===== config.mk =====
export PLATFORM = sky130hd
export DESIGN_NAME = command_sequencer_flat
export DESIGN_NICKNAME = d
export VERILOG_FILES = /design/src/rtl/atomic_alu_pkg.sv /design/src/rtl/command_sequencer_if.sv /design/src/rtl/cmd_program_mem.sv /design/src/rtl/command_sequencer.sv /design/src/flat_wrapper.sv
export SDC_FILE = /design/constraint.sdc
export NUM_CORES = 1
export LEC_CHECK = 0
export BUFFER_PORTS_ARGS = -buffer_cell sky130_fd_sc_hd__buf_2
export CAP_MARGIN = 15
export CORE_MARGIN = 2
export CORE_UTILIZATION = 35
export CTS_CLUSTER_DIAMETER = 100
export DETAILED_ROUTE_END_ITERATION = 10
export GPL_TIMING_DRIVEN = 0
export SLEW_MARGIN = 25
export SYNTH_ARGS = -nofsm -noshare
export SYNTH_HDL_FRONTEND = slang
export SYNTH_HIERARCHICAL = 1
export SYNTH_SLANG_ARGS = --single-unit

===== constraint.sdc =====
create_clock -name clk -period 6.8 [get_ports clk]
set_input_delay 1.36 -clock clk [delete_from_list [all_inputs] [get_ports clk]]
set_output_delay 1.36 -clock clk [all_outputs]
set_load 0.01 [all_outputs]

===== src/rtl/atomic_alu_pkg.sv =====
`default_nettype none
// ============================================================================
// Module      : atomic_alu_pkg
// Description : Shared command-word width and sequencer state encoding.
// Revision    : 1.0 - initial release
// ============================================================================
package atomic_alu_pkg;

    // Command word width, shared with the controller command port
    localparam int CMD_W = 12;

    // Playback state encoding
    typedef enum logic [1:0] {
        IDLE  = 2'd0,
        ISSUE = 2'd1,
        WAIT  = 2'd2,
        DONE  = 2'd3
    } seq_state_t;

endpackage
`default_nettype wire


===== src/rtl/command_sequencer_if.sv =====
`default_nettype none
// ============================================================================
// Module      : command_sequencer_if
// Description : Program-load / playback-control / command-issue bundle.
//               master = the agent loading and starting programs,
//               slave  = the command sequencer itself.
// Revision    : 1.0 - initial release
// ============================================================================
interface command_sequencer_if #(
    parameter int DEPTH = 16,
    parameter int CMD_W = atomic_alu_pkg::CMD_W
);
    localparam int c_addr_w = $clog2(DEPTH);

    logic                wr_en;
    logic [CMD_W-1:0]    wr_data;
    logic                clear;
    logic                start;
    logic                abort;
    logic [CMD_W-1:0]    command;
    logic                syscall;
    logic                busy;
    logic                done;
    logic                full;
    logic [c_addr_w:0]   prog_count;
    logic [c_addr_w-1:0] pc;

    modport master (
        output wr_en, wr_data, clear, start, abort,
        input  command, syscall, busy, done, full, prog_count, pc
    );

    modport slave (
        input  wr_en, wr_data, clear, start, abort,
        output command, syscall, busy, done, full, prog_count, pc
    );

endinterface
`default_nettype wire


===== src/rtl/cmd_program_mem.sv =====
`default_nettype none
// ============================================================================
// Module      : cmd_program_mem
// Description : DEPTH x CMD_W program store. Synchronous write,
//               asynchronous read, contents survive reset.
// Revision    : 1.0 - initial release
// ============================================================================
module cmd_program_mem #(
    parameter int DEPTH = 16,
    parameter int CMD_W = 12
) (
    input  logic                     clk,
    input  logic                     i_we,
    input  logic [$clog2(DEPTH)-1:0] i_waddr,
    input  logic [CMD_W-1:0]         i_wdata,
    input  logic [$clog2(DEPTH)-1:0] i_raddr,
    output logic [CMD_W-1:0]         o_rdata
);

    logic [CMD_W-1:0] r_mem [DEPTH];

    // Write port: one word per cycle, no reset so loaded programs persist
    always_ff @(posedge clk) begin
        if (i_we) begin
            r_mem[i_waddr] <= i_wdata;
        end
    end

    assign o_rdata = r_mem[i_raddr];

endmodule
`default_nettype wire


===== src/rtl/command_sequencer.sv =====
`default_nettype none
// ============================================================================
// Module      : command_sequencer
// Description : Loads a short program of command words and replays it,
//               presenting each word with a one-cycle syscall strobe and
//               holding it for a fixed settle window.
// Revision    : 1.0 - initial release
// ============================================================================
module command_sequencer #(
    parameter int DEPTH       = 16,
    parameter int CMD_W       = atomic_alu_pkg::CMD_W,
    parameter int STEP_CYCLES = 4
) (
    input  logic              clk,
    input  logic              rst,
    command_sequencer_if.slave bus
);
    import atomic_alu_pkg::*;

    localparam int                  c_addr_w    = $clog2(DEPTH);
    localparam int                  c_cnt_w     = $clog2(STEP_CYCLES);
    localparam logic [c_cnt_w-1:0]  c_wait_load = c_cnt_w'(STEP_CYCLES - 2);
    localparam logic [c_addr_w:0]   c_depth     = (c_addr_w + 1)'(DEPTH);

    seq_state_t          r_state;
    logic [c_addr_w-1:0] r_pc;
    logic [c_cnt_w-1:0]  r_cnt;
    logic [c_addr_w:0]   r_prog_count;
    logic [CMD_W-1:0]    r_command;
    logic                r_syscall;
    logic                r_busy;
    logic                r_done;

    logic                w_full;
    logic                w_loadable;
    logic                w_mem_we;
    logic                w_last;
    logic [c_addr_w-1:0] w_rd_addr;
    logic [CMD_W-1:0]    w_rd_data;

    assign w_full     = (r_prog_count == c_depth);
    assign w_loadable = (r_state == IDLE) || (r_state == DONE);
    // A write only lands when no higher-priority control is present
    assign w_mem_we   = w_loadable && bus.wr_en && !w_full && !bus.clear
                        && !bus.start && !bus.abort && !rst;
    assign w_last     = ({1'b0, r_pc} == (r_prog_count - 1'b1));
    // Starting reads word 0; stepping out of WAIT reads the next word
    assign w_rd_addr  = (r_state == WAIT) ? (r_pc + 1'b1) : '0;

    cmd_program_mem #(
        .DEPTH (DEPTH),
        .CMD_W (CMD_W)
    ) u_mem (
        .clk     (clk),
        .i_we    (w_mem_we),
        .i_waddr (r_prog_count[c_addr_w-1:0]),
        .i_wdata (bus.wr_data),
        .i_raddr (w_rd_addr),
        .o_rdata (w_rd_data)
    );

    // Playback FSM with registered command/strobe/status outputs
    always_ff @(posedge clk) begin
        if (rst) begin
            r_state      <= IDLE;
            r_pc         <= '0;
            r_cnt        <= '0;
            r_prog_count <= '0;
            r_command    <= '0;
            r_syscall    <= 1'b0;
            r_busy       <= 1'b0;
            r_done       <= 1'b0;
        end else if (bus.abort) begin
            r_state   <= IDLE;
            r_pc      <= '0;
            r_cnt     <= '0;
            r_command <= '0;
            r_syscall <= 1'b0;
            r_busy    <= 1'b0;
            r_done    <= 1'b0;
        end else begin
            case (r_state)
                IDLE, DONE: begin
                    if (bus.clear) begin
                        r_prog_count <= '0;
                        r_pc         <= '0;
                        r_state      <= IDLE;
                        r_done       <= 1'b0;
                        r_command    <= '0;
                    end else if (bus.start) begin
                        // start always consumes the cycle, so a coincident write is dropped
                        if (r_prog_count != '0) begin
                            r_pc      <= '0;
                            r_state   <= ISSUE;
                            r_command <= w_rd_data;
                            r_syscall <= 1'b1;
                            r_busy    <= 1'b1;
                            r_done    <= 1'b0;
                        end
                    end else if (bus.wr_en && !w_full) begin
                        r_prog_count <= r_prog_count + 1'b1;
                        r_state      <= IDLE;
                        r_done       <= 1'b0;
                    end
                end
                ISSUE: begin
                    r_syscall <= 1'b0;
                    r_cnt     <= c_wait_load;
                    r_state   <= WAIT;
                end
                WAIT: begin
                    if (r_cnt == '0) begin
                        if (w_last) begin
                            r_state   <= DONE;
                            r_command <= '0;
                            r_busy    <= 1'b0;
                            r_done    <= 1'b1;
                        end else begin
                            r_pc      <= r_pc + 1'b1;
                            r_command <= w_rd_data;
                            r_syscall <= 1'b1;
                            r_state   <= ISSUE;
                        end
                    end else begin
                        r_cnt <= r_cnt - 1'b1;
                    end
                end
                default: begin
                    r_state <= IDLE;
                end
            endcase
        end
    end

    assign bus.command    = r_command;
    assign bus.syscall    = r_syscall;
    assign bus.busy       = r_busy;
    assign bus.done       = r_done;
    assign bus.full       = w_full;
    assign bus.prog_count = r_prog_count;
    assign bus.pc         = r_pc;

endmodule
`default_nettype wire


===== src/flat_wrapper.sv =====
// flat-port wrapper written by rule: the top's interface ports become plain ports
module command_sequencer_flat import atomic_alu_pkg::*;
#(
    parameter int DEPTH       = 16,
    parameter int CMD_W       = atomic_alu_pkg::CMD_W,
    parameter int STEP_CYCLES = 4
)
  (clk, rst, bus_wr_en, bus_wr_data, bus_clear, bus_start, bus_abort, bus_command, bus_syscall, bus_busy, bus_done, bus_full, bus_prog_count, bus_pc);
  command_sequencer_if #(.DEPTH(DEPTH), .CMD_W(CMD_W)) bus_i ();
  input  logic clk;
  input  logic rst;
  input wire logic [$bits(bus_i.wr_en)-1:0] bus_wr_en;
  input wire logic [$bits(bus_i.wr_data)-1:0] bus_wr_data;
  input wire logic [$bits(bus_i.clear)-1:0] bus_clear;
  input wire logic [$bits(bus_i.start)-1:0] bus_start;
  input wire logic [$bits(bus_i.abort)-1:0] bus_abort;
  output wire logic [$bits(bus_i.command)-1:0] bus_command;
  output wire logic [$bits(bus_i.syscall)-1:0] bus_syscall;
  output wire logic [$bits(bus_i.busy)-1:0] bus_busy;
  output wire logic [$bits(bus_i.done)-1:0] bus_done;
  output wire logic [$bits(bus_i.full)-1:0] bus_full;
  output wire logic [$bits(bus_i.prog_count)-1:0] bus_prog_count;
  output wire logic [$bits(bus_i.pc)-1:0] bus_pc;
  assign bus_i.wr_en = bus_wr_en;
  assign bus_i.wr_data = bus_wr_data;
  assign bus_i.clear = bus_clear;
  assign bus_i.start = bus_start;
  assign bus_i.abort = bus_abort;
  assign bus_command = bus_i.command;
  assign bus_syscall = bus_i.syscall;
  assign bus_busy = bus_i.busy;
  assign bus_done = bus_i.done;
  assign bus_full = bus_i.full;
  assign bus_prog_count = bus_i.prog_count;
  assign bus_pc = bus_i.pc;
  command_sequencer #(.DEPTH(DEPTH), .CMD_W(CMD_W), .STEP_CYCLES(STEP_CYCLES)) u_core (.clk(clk), .rst(rst), .bus(bus_i));
endmodule

==> results by group, run 1 <==
Logic synthesis
  • Synth top area cells: edfxtp_1 (65%), mux4_2 (8.4%), dfxtp_1 (6.3%)
  • Ys flop type: edfxtp_1
  • Syn Std Cell Area: 0.00887 mm²
  • Syn_nets: 524
  • Yosys cell types: 50
  • Syn avg cell area: 17.7 µm²
  • Cells after Synth: 500
  • Yosys reg bits: 220
  • Top cell type's share of synthesized area: 65.0%
  • Ys Warns: 6
  • Dominant cell type by area after synthesis: edfxtp_1
  • Post-synth EDFFs: around 190
  • Async SR Flop Fraction: 0%
  • Sequential fraction of the synthesis area: 71.3%

Worst setup path
  • CP Capture Type: flop
  • Worst Path Required: 7.03 ns
  • Largest delay contributor family on the critical path: simple AND/OR/NAND/NOR gates
  • Worst path arrival time: 3.75 ns
  • Setup Crit Path Kind: reg -> reg
  • Startpoint Class: flop
  • Worst Path Max Fanout: 13
  • CP max-delay cell: dfxtp_1
  • Crit-path max cell delay: between 0.6 and 0.7 ns
  • R2r setup slk: 3.28 ns
  • Crit path cell chain: inv_1 -> ha_1 -> and4bb_4 -> nor3b_4 -> and3_1 -> or3b_1 -> nor3_2 -> buf_6
  • Crit path buf inv count: 2

Clock network
  • Root Driver: clkbuf_16
  • CTS tree: yes
  • Clk buf depth: 3
  • H-tree depth: 1
  • Cts bufs inserted: 24
  • Post-CTS Setup Bufs: 0
  • Clock sinks: 220
  • Clock Latency Late Sink: 0.51 ns
  • CTS-repair resized insts: 0
  • CTS Hold Buffers Added: 0
  • Worst-path clk slew: approximately 0.06 ns

Final layout
  • Layout cells sized above 1: approximately a quarter
  • Ant diodes: 0
  • Final layout net count: between 500 and 600
  • Area growth syn-to-layout: 16.4%
  • Design area: 0.0103 mm²
  • Final non-filler cell total: 920
  • Commonest cells after routing, fill and taps aside: edfxtp_1 (192), buf_2 (50), nand2_1 (39), mux4_2 (33), dfxtp_1 (28)
  • Commonest non-fill, non-tap cell in the layout: edfxtp_1

Power
  • Overall power: 0.00273 W
  • Switching power share of the total: 19.9%
  • Clock share of power: 43.9%
  • Combinational Power Share: roughly 2.2%
  • Seq pwr share: 53.9%
  • PD cells: between 200 and 300 mW/mm²
  • Int Power: 0.00219 W
  • Static Leakage: 3.35 nW
  • P_sw: 0.000545 W
  • Peak VDD IR: 144 µV

STA
  • Slew headroom: 42.1%
  • Unrepaired setup endpoints after global routing: false
  • Final setup viols: 0
  • Worst Tran Pin Value: 0.867 ns
  • Slew Viols, Final: 0
  • Fmax: 284 MHz
  • Crit path time final: 3.52 ns
  • Setup TNS: 0 ns
  • Layout Skew: 0.0134 ns
  • Fin. Hold Viols: 0
  • Final Cycle Share: 51.8%

Placed design
  • Placed Cells: 876
  • I/O Buffers: 42
  • GPL Wtd Cong: 0.820
  • Post-DP HPWL: 13.0 mm
  • Cell Area, Placed: 0.00958 mm²

Floorplanning
  • # rows: 58
  • Core Area: between 0.02 and 0.03 mm²
  • Io pins: 43
  • Initial Utilization: 35.4%
  • Die W: 163 µm
  • Die area: 0.0266 mm²
  • Die H: 163 µm

Route
  • Avg Vias per Cell: approximately 5.2
  • DR iter-0 viols: 457
  • Drt pass-1 iters: 5
  • Drt drc: 0
  • Wirelength per Cell: 21.1 µm
  • Final wirelength: between 15 and 20 mm
  • Routed vias: 4822
  • Antenna Nets Post-Route: 0

Hold path
  • Worst hold path class: reg -> reg

Global route
  • Initial antenna violation count: 0
  • GR Overflow Total: 0
  • Vias in the first global route: 4965
  • Pin count of the biggest net entering global routing: 17
  • First-pass GRT wire length: 29.4 mm
  • GR Util All Layers: 14.8%

Flow run
  • Maxcap violations: 0

Outcome
  • Status: finished clean
==> routing by layer <==
| layer | global-route usage (%) | routed length, µm | up-vias |
|---|---|---|---|
| met4 | 4.02 | 393 | 0 |
| li1 | - | - | 2162 |
| met2 | 25.7 | 9760 | 163 |
| met1 | 18.9 | 8080 | 2467 |
| met3 | 3.02 | 1220 | 30 |
| met5 | 0 | 0 | - |
==> layout make-up <==
type	count	area (µm²)
plain buffers	23	140
multi-input cells	249	2430
inverters	8	30.0
fillers	2255	14700
clock buffers	34	681
repair buffers	46	244
flip-flops and latches	220	6330
well taps	330	413
clock inverters	10	63.8
==> registers in the layout, summed over array words and instances, names as in the netlist <==
signal and flops:
u_core/bus.pc 4, u_core/u_mem/r_mem 192, u_core/bus.syscall 1, u_core/bus.busy 1, u_core/bus.done 1, u_core/bus.prog_count 5
u_core/r_state 2, u_core/r_cnt 2, u_core/bus.command 12
==> power groups by stage <==
stage	sequential [W]	clock [W]	combinational (W)
2_1_floorplan	0.00150	0	0.0000276
3_3_place_gp	0.00150	0	0.0000569
3_5_place_dp	0.00150	0	0.0000614
4_1_cts	0.00147	0.00123	0.0000616
5_1_grt	0.00147	0.00128	0.0000676
6_report	0.00147	0.00120	0.0000608
==> synth_stat cells (all sizes together), types with 6 or more instances <==
master	n
nand4	12
inv	7
a21oi	18
nor2	27
clkbuf	10
nor2b	7
nand2	39
mux4	48
nand2b	6
edfxtp	192
dfxtp	28
a22oi	25
buf	13
ha	6
nor3	7
==> cell families (layout without fill, tap and decap cells) <==
family                     Yosys count  in the layout  synth area share [%]
DFF                                220            220                  71.3
and+or+nand+nor                    120            120                  6.92
AOI/OAI and AO/OA                   61             61                  4.77
muxes                               53             53                  13.4
buffers and inverters               31            121                  1.92
xor gates and xnor gates             9              9                 0.888
adders and majority gates            6              6                 0.846
==> worst min-delay path, stage by stage, from the launching register on <==
cell and delay [ns]:
dfxtp_1 0.31, nand2_1 0.05, a21oi_1 0.05
==> per-stage QoR <==
stage	utilization [%]	worst slack [ns]	hold slack, ns
after floorplan	-	3.15	0.437
after global placement	37.9	2.03	0.439
final	41.2	3.28	0.466
after detailed placement	38.3	2.82	0.457
after CTS	41.2	3.27	0.465
after global routing	41.2	3.09	0.482
==> worst paths after layout <==
| check | from | to | depth (start not counted) |
|---|---|---|---|
| worst min-delay path | u_core/bus.command[4] | u_core/bus.command[4] | 2 |
| worst min register to register | u_core/bus.command[4] | u_core/bus.command[4] | 2 |
| worst max-delay path | u_core/bus.prog_count[0] | u_core/u_mem/r_mem[0][9] | 8 |
| worst max register to register | u_core/bus.prog_count[0] | u_core/u_mem/r_mem[0][9] | 8 |
Note: power is estimated with default switching activity, not from simulation.
==> run 2: changes to the inputs <==
==> constraint.sdc (replaced) <==
create_clock -name clk -period 3.15 [get_ports clk]
set_input_delay 0.63 -clock clk [delete_from_list [all_inputs] [get_ports clk]]
set_output_delay 0.63 -clock clk [all_outputs]
set_load 0.01 [all_outputs]
==> run 2 against run 1 <==
Hold slack worse by 0.13 ns. Final area is 0.31% higher. Clock power is 100% higher.
==> results by group, run 2 (same netlist as run 1, synthesis figures left out) <==
Outcome
  • Status: finished clean (unchanged)

Power
  • Peak VDD IR: 359 µV (was 144 µV)
  • P_sw: 0.00114 W (was 0.000545 W)
  • Clock share of power: 42.3% (was 43.9%)
  • Overall power: 0.00575 W (was 0.00273 W)
  • Combinational Power Share: 2.3% (was 2.2%)
  • Int Power: 0.00460 W (was 0.00219 W)
  • Seq pwr share: 55.3% (was 53.9%)
  • Switching power share of the total: 19.9% (about the same)
  • PD cells: 555 mW/mm² (was 265 mW/mm²)
  • Static Leakage: 3.33 nW (was 3.35 nW)

Clock network
  • H-tree depth: 1 (unchanged)
  • CTS Hold Buffers Added: 0 (unchanged)
  • Cts bufs inserted: 22 (was 24)
  • CTS tree: yes (unchanged)
  • Clock Latency Late Sink: 0.52 ns (was 0.51 ns)
  • Clock sinks: 220 (unchanged)
  • Clk buf depth: 3 (unchanged)
  • Worst-path clk slew: 0.06 ns (about the same)
  • Root Driver: clkbuf_16 (unchanged)

Global route
  • First-pass GRT wire length: 29.4 mm (about the same)
  • Vias in the first global route: 4873 (was 4965)
  • Met3 Use GR: 2.08% (was 3.02%)
  • Initial antenna violation count: 0 (unchanged)
  • GR Util All Layers: 15.0% (was 14.8%)
  • Gr busiest metal: met2 (unchanged)
  • Pin count of the biggest net entering global routing: 17 (unchanged)
  • Global Route met1 Usage: 20.2% (was 18.9%)
  • M2 GR Usage: 25.3% (was 25.7%)
  • GR Overflow Total: 0 (unchanged)

Final layout
  • Final core occ: 41.4% (was 41.2%)
  • Most flops, register: u_core/u_mem/r_mem (unchanged)
  • Ant diodes: 0 (unchanged)
  • Final layout net count: 597 (was 596)
  • Area growth syn-to-layout: 16.7% (was 16.4%)
  • Max reg flops: 192 (unchanged)
  • Layout cells sized above 1: 25.9% (was 25.4%)
  • FF/Latch Area: 0.00633 mm² (about the same)
  • Design area: 0.0104 mm² (was 0.0103 mm²)
  • Commonest cells after routing, fill and taps aside: edfxtp_1 (192), buf_2 (49), nand2_1 (39), mux4_2 (33), dfxtp_1 (26) (was edfxtp_1 (192), buf_2 (50), nand2_1 (39), mux4_2 (33), dfxtp_1 (28))
  • Commonest non-fill, non-tap cell in the layout: edfxtp_1 (unchanged)
  • Fillers: 2197 (was 2255)
  • Final non-filler cell total: 917 (was 920)
  • Footprint of the multi-input gates: 0.00246 mm² (was 0.00243 mm²)

Floorplanning
  • Io pins: 43 (unchanged)
  • # rows: 58 (unchanged)
  • Die area: 0.0266 mm² (unchanged)
  • Core Area: 0.0250 mm² (unchanged)
  • Die W: 163 µm (unchanged)
  • Initial Utilization: 35.4% (unchanged)
  • Die H: 163 µm (unchanged)

Route
  • Drt pass-1 iters: 5 (unchanged)
  • Wirelength per Cell: 21.5 µm (was 21.1 µm)
  • Avg Vias per Cell: 5.30 (was 5.24)
  • Final wirelength: 19.8 mm (was 19.5 mm)
  • Antenna Nets Post-Route: 0 (unchanged)
  • Drt drc: 0 (unchanged)
  • DR iter-0 viols: 600 (was 457)
  • Routed vias: 4862 (was 4822)

STA
  • Fmax: 321 MHz (was 284 MHz)
  • Unrepaired setup endpoints after global routing: true (was false)
  • Final setup viols: 0 (unchanged)
  • Final Cycle Share: 98.9% (was 51.8%)
  • Slew Viols, Final: 0 (unchanged)
  • Fin. Hold Viols: 0 (unchanged)
  • Worst Tran Pin Value: 0.879 ns (was 0.867 ns)
  • Layout Skew: 0.0205 ns (was 0.0134 ns)
  • Crit path time final: 3.12 ns (was 3.52 ns)
  • Final setup margin: 0.0333 ns (was 3.28 ns)
  • Slew headroom: 41.4% (was 42.1%)

Placed design
  • Cell Area, Placed: 0.00958 mm² (about the same)
  • GPL Wtd Cong: 0.822 (was 0.820)
  • Placed Cells: 875 (was 876)
  • Worst slack, placed: -0.374 ns (was 2.82 ns)
  • Post-DP HPWL: 12.9 mm (was 13.0 mm)
  • I/O Buffers: 42 (unchanged)

Hold path
  • Hold Path Sink: u_core/bus.prog_count[1] (was u_core/bus.command[4])
  • Hold_sp: rst (was u_core/bus.command[4])
  • Worst hold path class: in -> reg (was reg -> reg)
  • Hold depth: 2 (unchanged)

Worst setup path
  • Worst Path Max Fanout: 13 (unchanged)
  • Reg2reg path depth: 8 (unchanged)
  • CP max-delay cell: nor3_2 (was dfxtp_1)
  • RR Endpoint: u_core/u_mem/r_mem[12][6] (was u_core/u_mem/r_mem[0][9])
  • R2r setup slk: 0.03 ns (was 3.28 ns)
  • Setup Crit Path Kind: reg -> reg (unchanged)
  • Crit-path max cell delay: 0.58 ns (was 0.67 ns)
  • Worst Path Required: 3.37 ns (was 7.03 ns)
  • Startpoint Class: flop (unchanged)
  • FF-to-FF Start: u_core/bus.prog_count[0] (unchanged)
  • CP Capture Type: flop (unchanged)
  • Worst path arrival time: 3.34 ns (was 3.75 ns)
  • Crit path cell chain: inv_1 -> ha_1 -> and4bb_4 -> nor3b_4 -> and3_1 -> nand3_1 -> nor3_2 -> buf_4 (was inv_1 -> ha_1 -> and4bb_4 -> nor3b_4 -> and3_1 -> or3b_1 -> nor3_2 -> buf_6)

Flow run
  • Maxcap violations: 0 (unchanged)
-- run 2: cell count changes in the layout (fill, tap and decap cells not counted), sizes merged --
| cell | change |
|---|---|
| bufinv | +1 |
| clkinv | +1 |
| clkbuf | -5 |
| buf | +2 |
| inv | -2 |
-- run 2: power groups by stage --
stage          clock [W]  sequential (W)  combinational, W
2_1_floorplan          0         0.00324         0.0000596
3_3_place_gp           0         0.00324          0.000123
3_5_place_dp           0         0.00324          0.000132
4_1_cts          0.00249         0.00318          0.000134
5_1_grt          0.00260         0.00318          0.000147
6_report         0.00243         0.00318          0.000135
-- run 2: cell type report --
cell class                      instances  share of cell area [%]
Buffer                                 23                    1.39
Clock buffer                           28                    5.63
Clock inverter                         10                   0.809
Inverter                                8                   0.290
Multi-Input combinational cell        249                    23.8
Sequential cell                       220                    61.1
Tap cell                              330                    3.99
Timing Repair Buffer                   49                    3.02
-- run 2: stage by stage --
step / hold slack (ns) / TNS, ns
2_1_floorplan: 0.437 / 0
3_3_place_gp: 0.443 / -78.05
3_5_place_dp: 0.450 / -28.72
4_1_cts: 0.311 / 0
5_1_grt: 0.326 / -4.66
6_report: 0.331 / 0
-- run 2: critical path, delay by kind of cell, from the launching register on --
family,cells,cell delay (ns)
adders and majority gates,1,0.28
DFF,1,0.56
buffers and inverters,2,0.44
and+or+nand+nor,5,1.55
-- run 2: worst max path at each step --
stage,start,endpoint,slack [ns],cells past startpoint
floorplan,u_core/bus.prog_count[0],u_core/u_mem/r_mem[8][0],0.13,7
global placement,u_core/bus.prog_count[0],u_core/u_mem/r_mem[12][3],-0.99,7
detailed placement,u_core/bus.prog_count[0],u_core/u_mem/r_mem[2][5],-0.37,7
CTS,u_core/bus.prog_count[0],u_core/u_mem/r_mem[9][2],0.02,7
global route,u_core/bus.prog_count[0],u_core/u_mem/r_mem[9][2],-0.10,7
finish,u_core/bus.prog_count[0],u_core/u_mem/r_mem[12][6],0.03,8
-- run 2: repair_timing --
| item | CTS | global route |
|---|---|---|
| setup endpoints to repair | 174 | 133 |
| pin swaps | 1 | 3 |
| hold endpoints to repair | 0 | 0 |
| gates resized for setup | 6 | 5 |
| buffers inserted | 1 | 3 |
-- run 2: per-layer routing --
metal | vias up | part of all wire (%)
met1 | 2484 | 43
met4 | 0 | 2.3
met3 | 31 | 5.9
li1 | 2166 | -
met2 | 181 | 49
met5 | - | 0
==> run 3: changes to the inputs <==
--- a/config.mk
+++ b/config.mk
@@ -15,5 +15,4 @@
 export SLEW_MARGIN = 25
 export SYNTH_ARGS = -nofsm -noshare
 export SYNTH_HDL_FRONTEND = slang
-export SYNTH_HIERARCHICAL = 1
 export SYNTH_SLANG_ARGS = --single-unit
==> run 3 against run 2 <==
Largest power group unchanged. Critical path type unchanged. Global-route usage grew 2.2 points. Highest routed layer is now met5. Sequential power is essentially flat. Combinational power is essentially flat. Count of clock-buffer cells in the layout shrank 1. Hold slack gained 0.072 ns. Critical path depth grew 1. Synthesized cell count grew 25%.
==> results by group, run 3 <==
Worst setup path
  • FF-to-FF Start: u_core.bus.prog_count[0] (was u_core/bus.prog_count[0])
  • RR Endpoint: u_core.u_mem.r_mem[0][3] (was u_core/u_mem/r_mem[12][6])
  • Setup Crit Path Kind: reg -> reg (unchanged)
  • R2r setup slk: 0.21 ns (was 0.03 ns)
  • Crit-path max cell delay: 0.51 ns (was 0.58 ns)
  • Worst Path Required: 3.36 ns (was 3.37 ns)
  • CP Capture Type: flop (unchanged)
  • Critical path endpoint: u_core.u_mem.r_mem[0][3] (was u_core/u_mem/r_mem[12][6])
  • Worst Path Max Fanout: 9 (was 13)
  • CP max-delay cell: dfxtp_1 (was nor3_2)
  • Beginning of the critical path: u_core.bus.prog_count[0] (was u_core/bus.prog_count[0])
  • Crit path cell chain: inv_1 -> ha_1 -> and4bb_2 -> nor3b_4 -> nor4b_4 -> buf_4 -> nand2_2 -> nor3_4 -> buf_6 (was inv_1 -> ha_1 -> and4bb_4 -> nor3b_4 -> and3_1 -> nand3_1 -> nor3_2 -> buf_4)
  • Startpoint Class: flop (unchanged)
  • Reg2reg path depth: 9 (was 8)
  • Worst path arrival time: 3.15 ns (was 3.34 ns)

Global route
  • Vias in the first global route: 5547 (was 4873)
  • Pin count of the biggest net entering global routing: 17 (unchanged)
  • GR Util All Layers: 17.1% (was 15.0%)
  • Initial antenna violation count: 1 (was 0)
  • GR Overflow Total: 0 (unchanged)
  • First-pass GRT wire length: 34.4 mm (was 29.4 mm)

STA
  • Unrepaired setup endpoints after global routing: false (was true)
  • Final Cycle Share: 93.3% (was 98.9%)
  • Slew Viols, Final: 0 (unchanged)
  • Final setup margin: 0.210 ns (was 0.0333 ns)
  • Worst Tran Pin Value: 0.759 ns (was 0.879 ns)
  • Slew headroom: 49.4% (was 41.4%)
  • Final setup viols: 0 (unchanged)
  • Crit path time final: 2.94 ns (was 3.12 ns)
  • Fmax: 340 MHz (was 321 MHz)
  • Fin. Hold Viols: 0 (unchanged)
  • Layout Skew: 0.00879 ns (was 0.0205 ns)

Clock network
  • Cts bufs inserted: 23 (was 22)
  • CTS Hold Buffers Added: 0 (unchanged)
  • H-tree depth: 1 (unchanged)
  • CTS tree: yes (unchanged)
  • Root Driver: clkbuf_16 (unchanged)
  • Clk buf depth: 3 (unchanged)
  • Worst-path clk slew: 0.06 ns (about the same)
  • Clock Latency Late Sink: 0.50 ns (was 0.52 ns)
  • Clock sinks: 220 (unchanged)

Placed design
  • I/O Buffers: 42 (unchanged)
  • Post-DP HPWL: 15.1 mm (was 12.9 mm)
  • Worst slack, placed: -0.453 ns (was -0.374 ns)
  • GPL Wtd Cong: 0.805 (was 0.822)
  • Placed Cells: 1008 (was 875)

Logic synthesis
  • Ys flop type: edfxtp_1 (unchanged)
  • Syn avg cell area: 14.6 µm² (was 17.7 µm²)
  • Cells after Synth: 627 (was 500)
  • Async SR Flop Fraction: 0% (unchanged)
  • Sequential fraction of the synthesis area: 69.2% (was 71.3%)
  • Dominant cell type by area after synthesis: edfxtp_1 (unchanged)
  • Yosys cell types: 62 (was 50)
  • Cell with the most instances after synthesis: edfxtp_1 (unchanged)
  • Ys Warns: 0 (was 6)
  • Yosys reg bits: 220 (unchanged)
  • Syn Std Cell Area: 0.00914 mm² (was 0.00887 mm²)
  • Post-synth EDFFs: 192 (unchanged)
  • Synth top area cells: edfxtp_1 (63%), dfxtp_1 (6.1%), mux4_2 (3.2%) (was edfxtp_1 (65%), mux4_2 (8.4%), dfxtp_1 (6.3%))
  • Top cell type's share of synthesized area: 63.1% (was 65.0%)
  • Synth top cells by count: edfxtp_1 (192), nor2_1 (43), nand2_1 (30) (was edfxtp_1 (192), nand2_1 (39), mux4_2 (33))
  • Syn_nets: 653 (was 524)

Power
  • PD cells: 562 mW/mm² (was 555 mW/mm²)
  • Static Leakage: 3.50 nW (was 3.33 nW)
  • Peak VDD IR: 345 µV (was 359 µV)

Route
  • Wirelength per Cell: 22.0 µm (was 21.5 µm)
  • Final wirelength: 23.3 mm (was 19.8 mm)
  • Drt pass-1 iters: 5 (unchanged)
  • Drt drc: 0 (unchanged)
  • Antenna Nets Post-Route: 0 (unchanged)
  • DR iter-0 viols: 558 (was 600)
  • Routed vias: 5766 (was 4862)
  • Avg Vias per Cell: 5.44 (was 5.30)

Flow run
  • Maxcap violations: 0 (unchanged)

Floorplanning
  • Die area: 0.0274 mm² (was 0.0266 mm²)
  • # rows: 59 (was 58)
  • Initial Utilization: 35.4% (about the same)
  • Core Area: 0.0258 mm² (was 0.0250 mm²)
  • Io pins: 43 (unchanged)
  • Die W: 166 µm (was 163 µm)
  • Die H: 166 µm (was 163 µm)

Final layout
  • Commonest cells after routing, fill and taps aside: edfxtp_1 (192), buf_2 (58), nor2_1 (31), dfxtp_1 (28), nand2_1 (26) (was edfxtp_1 (192), buf_2 (49), nand2_1 (39), mux4_2 (33), dfxtp_1 (26))
  • Ant diodes: 0 (unchanged)
  • Layout cells sized above 1: 22.1% (was 25.9%)
  • Final layout net count: 735 (was 597)
  • Final non-filler cell total: 1060 (was 917)
  • Commonest non-fill, non-tap cell in the layout: edfxtp_1 (unchanged)
  • Most flops, register: u_core.u_mem.r_mem (was u_core/u_mem/r_mem)
  • Area growth syn-to-layout: 19.4% (was 16.7%)
  • Max reg flops: 192 (unchanged)

Outcome
  • Status: finished clean (unchanged)

Hold path
  • Hold_sp: rst (unchanged)
  • Worst hold path class: in -> reg (unchanged)
[run 3: cell count changes in the layout (fill, tap and decap cells not counted), moves of 13 or more]
cell      change
a221oi_1     +24
a22oi_1      -13
inv_1        +14
mux4_1       -15
mux4_2       -20
nand2_1      -13
nor2_1       +18
nor3_1       +21
o21ai_0      +17
or3_1        +17
[run 3: critical path: cells and delay by family, from the launching register on]
family | cells | cell delay (ns)
AND/OR/NAND/NOR | 5 | 1.35
buffers and inverters | 3 | 0.48
adder cells (fa/ha/maj) | 1 | 0.30
flip-flops | 1 | 0.51
[run 3: report_power, final]
part           switching (W)  internal [W]  total, W
clock network        0.00108       0.00175   0.00282
registers         0.00000558       0.00317   0.00318
logic              0.0000951     0.0000376  0.000133
[run 3: cell type report]
cell class	count	area (µm²)
Buffer	38	185
Clock buffer	27	591
Clock inverter	14	194
Fill cell	2369	14900
Inverter	22	82.6
Multi-Input combinational cell	347	2700
Sequential cell	220	6330
Tap cell	335	419
Timing Repair Buffer	57	405
[run 3: timing repair]
action / CTS / global route
gates cloned: 0 / 0
endpoints found under the setup margin: 192 / 188
pin swaps: 6 / 2
gates resized for setup: 18 / 7
setup buffers: 8 / 3
[run 3: cells by family (layout without fill, tap and decap cells)]
| group | after synthesis | after routing | share of synthesized area, % |
|---|---|---|---|
| and+or+nand+nor | 160 | 160 | 9.04 |
| buffers and inverters | 60 | 158 | 2.93 |
| AOI/OAI and AO/OA | 143 | 143 | 11.9 |
| DFF | 220 | 220 | 69.2 |
| xor gates and xnor gates | 8 | 8 | 0.931 |
| adders and majority gates | 8 | 8 | 1.10 |
| muxes | 28 | 28 | 4.86 |
[run 3: worst min path at each step]
stage	slack, ns	end	cells after the start
after global routing	0.41	u_core.bus.prog_count[1]	2
after detailed placement	0.46	u_core.bus.command[5]	2
after global placement	0.45	u_core.bus.busy	2
after CTS	0.40	u_core.bus.prog_count[1]	2
after floorplan	0.46	u_core.r_cnt[1]	2
final	0.40	u_core.bus.prog_count[1]	2
[run 3: per-layer routing]
metal,track usage (%),vias to the layer above,share of wire (%)
met3,2.47,34,6.2
met1,23.9,2893,44
li1,-,2642,-
met4,5.53,2,2.4
met2,27.7,195,47
met5,0,-,0.030
[run 3: stage by stage]
stage / total power (W) / util [%] / hold WS [ns] / cell area [µm²] / TNS (ns)
after global placement: 0.00336 / 37.8 / 0.451 / 9770 / -120.79
after global routing: 0.00629 / 42.2 / 0.411 / 10900 / 0
final: 0.00613 / 42.2 / 0.404 / 10900 / 0
after CTS: 0.00617 / 41.9 / 0.395 / 10800 / -3.56
after floorplan: 0.00329 / - / 0.456 / 9140 / 0
after detailed placement: 0.00337 / 38.1 / 0.457 / 9850 / -44.90
